[src/rtl/input_debouncer_pkg.sv]
// Shared defaults and channel indices for the switch-input debouncer.
package input_debouncer_pkg;
   localparam int DEF_SYNC_STAGES     = 2;
   localparam int DEF_DEBOUNCE_CYCLES = 16;

   localparam int CH_A = 0;
   localparam int CH_B = 1;
   localparam int CH_C = 2;
endpackage

[src/rtl/debounce_channel.sv]
// One debounced channel: synchronizer, stability counter, clean level and
// optional edge pulses (built only with INPUT_DEBOUNCER_EDGE_EN defined).
module debounce_channel
   import input_debouncer_pkg::*;
#(
   parameter int SYNC_STAGES     = DEF_SYNC_STAGES,
   parameter int DEBOUNCE_CYCLES = DEF_DEBOUNCE_CYCLES
) (
   input  logic clk,
   input  logic rst,
   input  logic ena,
   input  logic raw_in,
   output logic clean_out,
   output logic rise_out,
   output logic fall_out
);
   localparam int CNT_W = $clog2(DEBOUNCE_CYCLES + 1);
   localparam logic [CNT_W-1:0] CNT_MAX = CNT_W'(DEBOUNCE_CYCLES - 1);

   logic [SYNC_STAGES-1:0] sync_q, sync_d;
   logic [CNT_W-1:0]       cnt_q, cnt_d;
   logic                   clean_q, clean_d;
   logic                   sync_bit;

   always_comb begin
      sync_bit = sync_q[SYNC_STAGES-1];
      sync_d   = {sync_q[SYNC_STAGES-2:0], raw_in};
      cnt_d    = '0;
      clean_d  = clean_q;
      // Counter only runs while the synced level disagrees with the clean level.
      if (ena && (sync_bit != clean_q)) begin
         if (cnt_q == CNT_MAX) begin
            clean_d = sync_bit;
         end else begin
            cnt_d = cnt_q + 1'b1;
         end
      end
   end

   always_ff @(posedge clk) begin
      if (rst) begin
         sync_q  <= '0;
         cnt_q   <= '0;
         clean_q <= 1'b0;
      end else begin
         sync_q  <= sync_d;
         cnt_q   <= cnt_d;
         clean_q <= clean_d;
      end
   end

   assign clean_out = clean_q;

`ifdef INPUT_DEBOUNCER_EDGE_EN
   logic rise_q, fall_q;

   always_ff @(posedge clk) begin
      if (rst) begin
         rise_q <= 1'b0;
         fall_q <= 1'b0;
      end else begin
         rise_q <= clean_d & ~clean_q;
         fall_q <= ~clean_d & clean_q;
      end
   end

   assign rise_out = rise_q;
   assign fall_out = fall_q;
`else
   assign rise_out = 1'b0;
   assign fall_out = 1'b0;
`endif
endmodule

[src/rtl/input_debouncer.sv]
// Debouncer front end for ui_in[2:0]: fans out per-channel debouncers and
// reduces edge pulses to changed_out (pulses need INPUT_DEBOUNCER_EDGE_EN).
module input_debouncer
   import input_debouncer_pkg::*;
#(
   parameter int CHANNELS        = 3,
   parameter int SYNC_STAGES     = DEF_SYNC_STAGES,
   parameter int DEBOUNCE_CYCLES = DEF_DEBOUNCE_CYCLES
) (
   input  logic                clk,
   input  logic                rst,
   input  logic                ena,
   input  logic [CHANNELS-1:0] raw_in,
   output logic [CHANNELS-1:0] clean_out,
   output logic [CHANNELS-1:0] rise_out,
   output logic [CHANNELS-1:0] fall_out,
   output logic                changed_out
);
   for (genvar i = 0; i < CHANNELS; i++) begin : g_ch
      debounce_channel #(
         .SYNC_STAGES     (SYNC_STAGES),
         .DEBOUNCE_CYCLES (DEBOUNCE_CYCLES)
      ) u_ch (
         .clk       (clk),
         .rst       (rst),
         .ena       (ena),
         .raw_in    (raw_in[i]),
         .clean_out (clean_out[i]),
         .rise_out  (rise_out[i]),
         .fall_out  (fall_out[i])
      );
   end

`ifdef INPUT_DEBOUNCER_EDGE_EN
   assign changed_out = |{rise_out, fall_out};
`else
   assign changed_out = 1'b0;
`endif
endmodule

[config.mk]
export PLATFORM = sky130hd
export DESIGN_NAME = input_debouncer
export DESIGN_NICKNAME = d
export VERILOG_FILES = /design/src/rtl/input_debouncer_pkg.sv /design/src/rtl/debounce_channel.sv /design/src/rtl/input_debouncer.sv
export SDC_FILE = /design/constraint.sdc
export NUM_CORES = 1
export LEC_CHECK = 0
export BUFFER_PORTS_ARGS = -buffer_cell sky130_fd_sc_hd__buf_2
export CORE_MARGIN = 3
export CORE_UTILIZATION = 52
export CTS_CLUSTER_SIZE = 28
export DETAILED_ROUTE_END_ITERATION = 8
export HOLD_SLACK_MARGIN = 0.06
export PLACE_DENSITY = 0.74
export SYNTH_ARGS = -nofsm -noshare
export SYNTH_HDL_FRONTEND = slang
export SYNTH_HIERARCHICAL = 1
export SYNTH_SLANG_ARGS = --single-unit
[constraint.sdc]
create_clock -name clk -period 1.4 [get_ports clk]
set_input_delay 0.42 -clock clk [delete_from_list [all_inputs] [get_ports clk]]
set_output_delay 0.42 -clock clk [all_outputs]
set_load 0.1 [all_outputs]
==> results summary <==
The root buffer cell chosen for the clock tree is sky130_fd_sc_hd__clkbuf_4. The chip width came out at approximately 50 um. The number of buffers and inverters on the critical path is 0. The total negative setup slack is 0 ps. The hold buffer count at cts came out at 0. The critical path goes through ha_1 -> and3_4 -> ha_4 -> nor2_4 -> nand3_4 -> nor2_1.

0 antenna diodes ended up in the layout. The net switching component of the power is 0.0003077 W. The core outline area came out at 1612 um2. The worst setup path is of the register to register kind.

The detailed-route wire length is 1539 um. The number of DRC markers in iteration 0 is 4. The mean instance size in the synthesized netlist came out at about 9.4 um2.

STA classifies the critical path endpoint as a register. The final routed wire length divided by cell count is 11.49 um. The number of nets in the finished design came out at 123. In this run, synthesis produced a sequential element count of 24.

The cell type contributing the most total cell area after synthesis is sky130_fd_sc_hd__dfxtp_1. The max-capacitance violation count came out at 0. For this design the ratio of total power to cell area is 1146 nW/um2. Row generation in the floorplan step produced 14 rows. The clock share of power is 37.5%.

The data arrival time of the critical path is 1610 ps. The maximum vdd ir drop came out at 778.8 uV. The source-to-sink clock delay at the later pin of the worst-skew pair came out at 310 ps. The routability congestion estimate is 0.7366.

The HPWL after detailed placement is 1042 um. The switching share of power is 23.57%. The synthesized netlist cell count came out at 101.

The post-place instance area came out at between 1000 and 1500 um2. The final cycle utilization of the critical path came out at 97.20%. The via count of the first global-routing pass is 587. From synthesis to final layout, the design area changed by 20.50%. Counting the buffers created by CTS gives 3. TritonCTS built the clock tree.

STA classifies the critical path startpoint as a register. The initial antenna violation count came out at 0. The setup slack after placement came out at -9.095 ps. The H-tree depth came out at 1. The first-pass GRT wire length came out at 2442 um.

The netlist area before placement came out at 945.9 um2. The top fanout value on the critical path came out at 5. The portion of total power attributed to sequential cells came out at between 50 and 60%.

The post-route clock skew came out at 7.045 ps. The count of buffers added on input and output ports is 8. For this run, the number of Yosys warnings is 6. In the layout the commonest cells are 18 x sky130_fd_sc_hd__dfxtp_1, 12 x sky130_fd_sc_hd__nor2_1, 7 x sky130_fd_sc_hd__conb_1. The maximum clock frequency is 0.7349 GHz.

Ranked by total cell area, the synthesized netlist is headed by sky130_fd_sc_hd__dfxtp_1 51%, sky130_fd_sc_hd__ha_1 7.9%, sky130_fd_sc_hd__nor2_1 7.1%. Setup repair after global routing could not meet its margin everywhere. The per-cell via count in the routed design came out at 4.679. The maximum clock path buffer count is 2. The run finished with clean final reports.

The gate family responsible for the most delay along the worst path is simple AND/OR/NAND/NOR gates. The internal power is 0.0009981 W. Summing over every cut layer, the via total after detailed routing is 627. After detailed routing, the number of remaining DRC violations is 0. The initial core utilization came out at 58.70%. The count of endpoints failing setup in the final report is 0. Entering global routing, the biggest net connects 15 pins. 16 I/O pins were placed.

The post-route standard cell area excluding fillers came out at 1140 um2. The first-pass iteration count of the detailed router is 4. The proportion of synthesized chip area in sequential cells is 50.79%. The final number of hold-violating endpoints came out at 0. The tree built by TritonCTS fans out to 24 sinks.

The post-route worst setup slack is 39.23 ps. Measured along the y axis, the die boundary spans about 49 um. The number of max-slew violations in the final report was 0.

The total routing resource utilization after global routing is 13.65%. The full die area came out at 2367 um2. The largest individual stage delay along the critical path comes from the cell sky130_fd_sc_hd__dfxtp_2. Clock-pin slew was measured on the worst setup and hold paths at 120 ps. The count of unique library cells instantiated by Yosys is 14. The fraction of synthesized cell area taken by the top area cell type is approximately 51%. Combinational cells account for 9.1% of the total power. Counting tap cells, the placed design contains a total of 129 instances.

The maximum cell stage delay along the critical path came out at about 360 ps. The total power after layout came out at around 0.0013 W. The endpoint required time on the critical path is 1650 ps. The detail route stage leaves a number of antenna-violating nets equal to 0.

The worst path in the final design needs a cycle of 1361 ps, including I/O delays and setup. Summed over all layers, the global routing overflow is 0. The number of standard cells in the layout, taps in and fillers out is 134. The fraction of final layout cells with drive strength greater than 1 is between 30% and 40%. The type of the tightest min-delay check is primary input to register.

The most frequent standard cell in the layout excluding fill and tap cells is sky130_fd_sc_hd__dfxtp_1. The leakage power of the design is 0.4465 nW.
==> kinds of logic after synthesis <==
logic type / count (synthesis) / synth area share, %
XOR/XNOR: 9 / 8.334
adder cells (fa/ha/maj): 6 / 7.936
other: 4 / 1.587
AO/OA/AOI/OAI: 3 / 1.587
buffers and inverters: 13 / 7.936
flip-flops: 24 / 50.79
AND/OR/NAND/NOR: 42 / 21.83
==> flip-flops by register name (all words and copies together), names as in the netlist <==
register	count
g_ch.u_ch/clean_out	3
g_ch.u_ch/cnt_q	15
g_ch.u_ch/sync_q	6
==> final timing paths <==
path | startpoint | end | slack, ps | depth (start not counted)
setup reg to reg | g_ch[1].u_ch/cnt_q[0] | g_ch[1].u_ch/cnt_q[4] | 40 | 6
setup / recovery | g_ch[1].u_ch/cnt_q[0] | g_ch[1].u_ch/cnt_q[4] | 40 | 6
hold reg to reg | g_ch[0].u_ch/cnt_q[0] | g_ch[0].u_ch/cnt_q[0] | 420 | 1
hold / removal | raw_in[0] | g_ch[0].u_ch/sync_q[0] | 310 | 2
==> synthesized netlist by cell type <==
master / number
sky130_fd_sc_hd__inv_1: 6
sky130_fd_sc_hd__xor2_1: 6
sky130_fd_sc_hd__buf_4: 7
sky130_fd_sc_hd__nand3_1: 6
sky130_fd_sc_hd__ha_1: 6
sky130_fd_sc_hd__and3_1: 3
sky130_fd_sc_hd__conb_1: 4
sky130_fd_sc_hd__nand3_2: 3
sky130_fd_sc_hd__dfxtp_1: 24
sky130_fd_sc_hd__nor2b_1: 6
sky130_fd_sc_hd__nor2_1: 18
sky130_fd_sc_hd__xnor2_1: 3
sky130_fd_sc_hd__nand2_1: 6
sky130_fd_sc_hd__a21oi_1: 3
==> per-layer routing <==
layer	vias to the layer above	part of all wire [%]	GRT usage, %
li1	322	-	-
met1	281	40	14.29
met4	0	2.1	9.953
met5	-	0	0
met2	19	52	21.27
met3	5	6.2	6.442
==> worst reg2reg max path: cells and delay by family, from the launching register on <==
| family | cells | cell delay (ps) |
|---|---|---|
| adders and majority gates | 2 | 400 |
| and+or+nand+nor | 4 | 560 |
| DFF | 1 | 360 |
==> timing repair <==
action,CTS,global route
pin swaps,4,6
cloned,0,0
endpoints found under the setup margin,8,15
gates resized for setup,5,12
buffers inserted,0,1
==> power groups by stage <==
stage	Sequential [W]	Combinational, W	Clock [W]
global route	0.000698	0.000124	0.000532
CTS	0.000697	0.000113	0.000505
finish	0.000697	0.000119	0.000490
global placement	0.000712	0.000111	0
detailed placement	0.000712	0.000112	0
floorplan	0.000711	0.000111	0
==> through the flow <==
step,hold WS [ps],utilization (%)
2_1_floorplan,413.8,-
3_3_place_gp,417.1,63.51
3_5_place_dp,422.3,63.51
4_1_cts,290.9,67.39
5_1_grt,281.6,70.73
6_report,307.0,70.73
==> layout make-up <==
class,count,area (um2)
repair buffers,9,92.59
well taps,24,30.03
clock inverters,1,30.03
fillers,137,471.7
clock buffers,3,22.52
flip-flops and latches,24,488.0
multi-input cells,67,454.2
inverters,6,22.52
No activity file was read; power rests on OpenSTA's default activity.
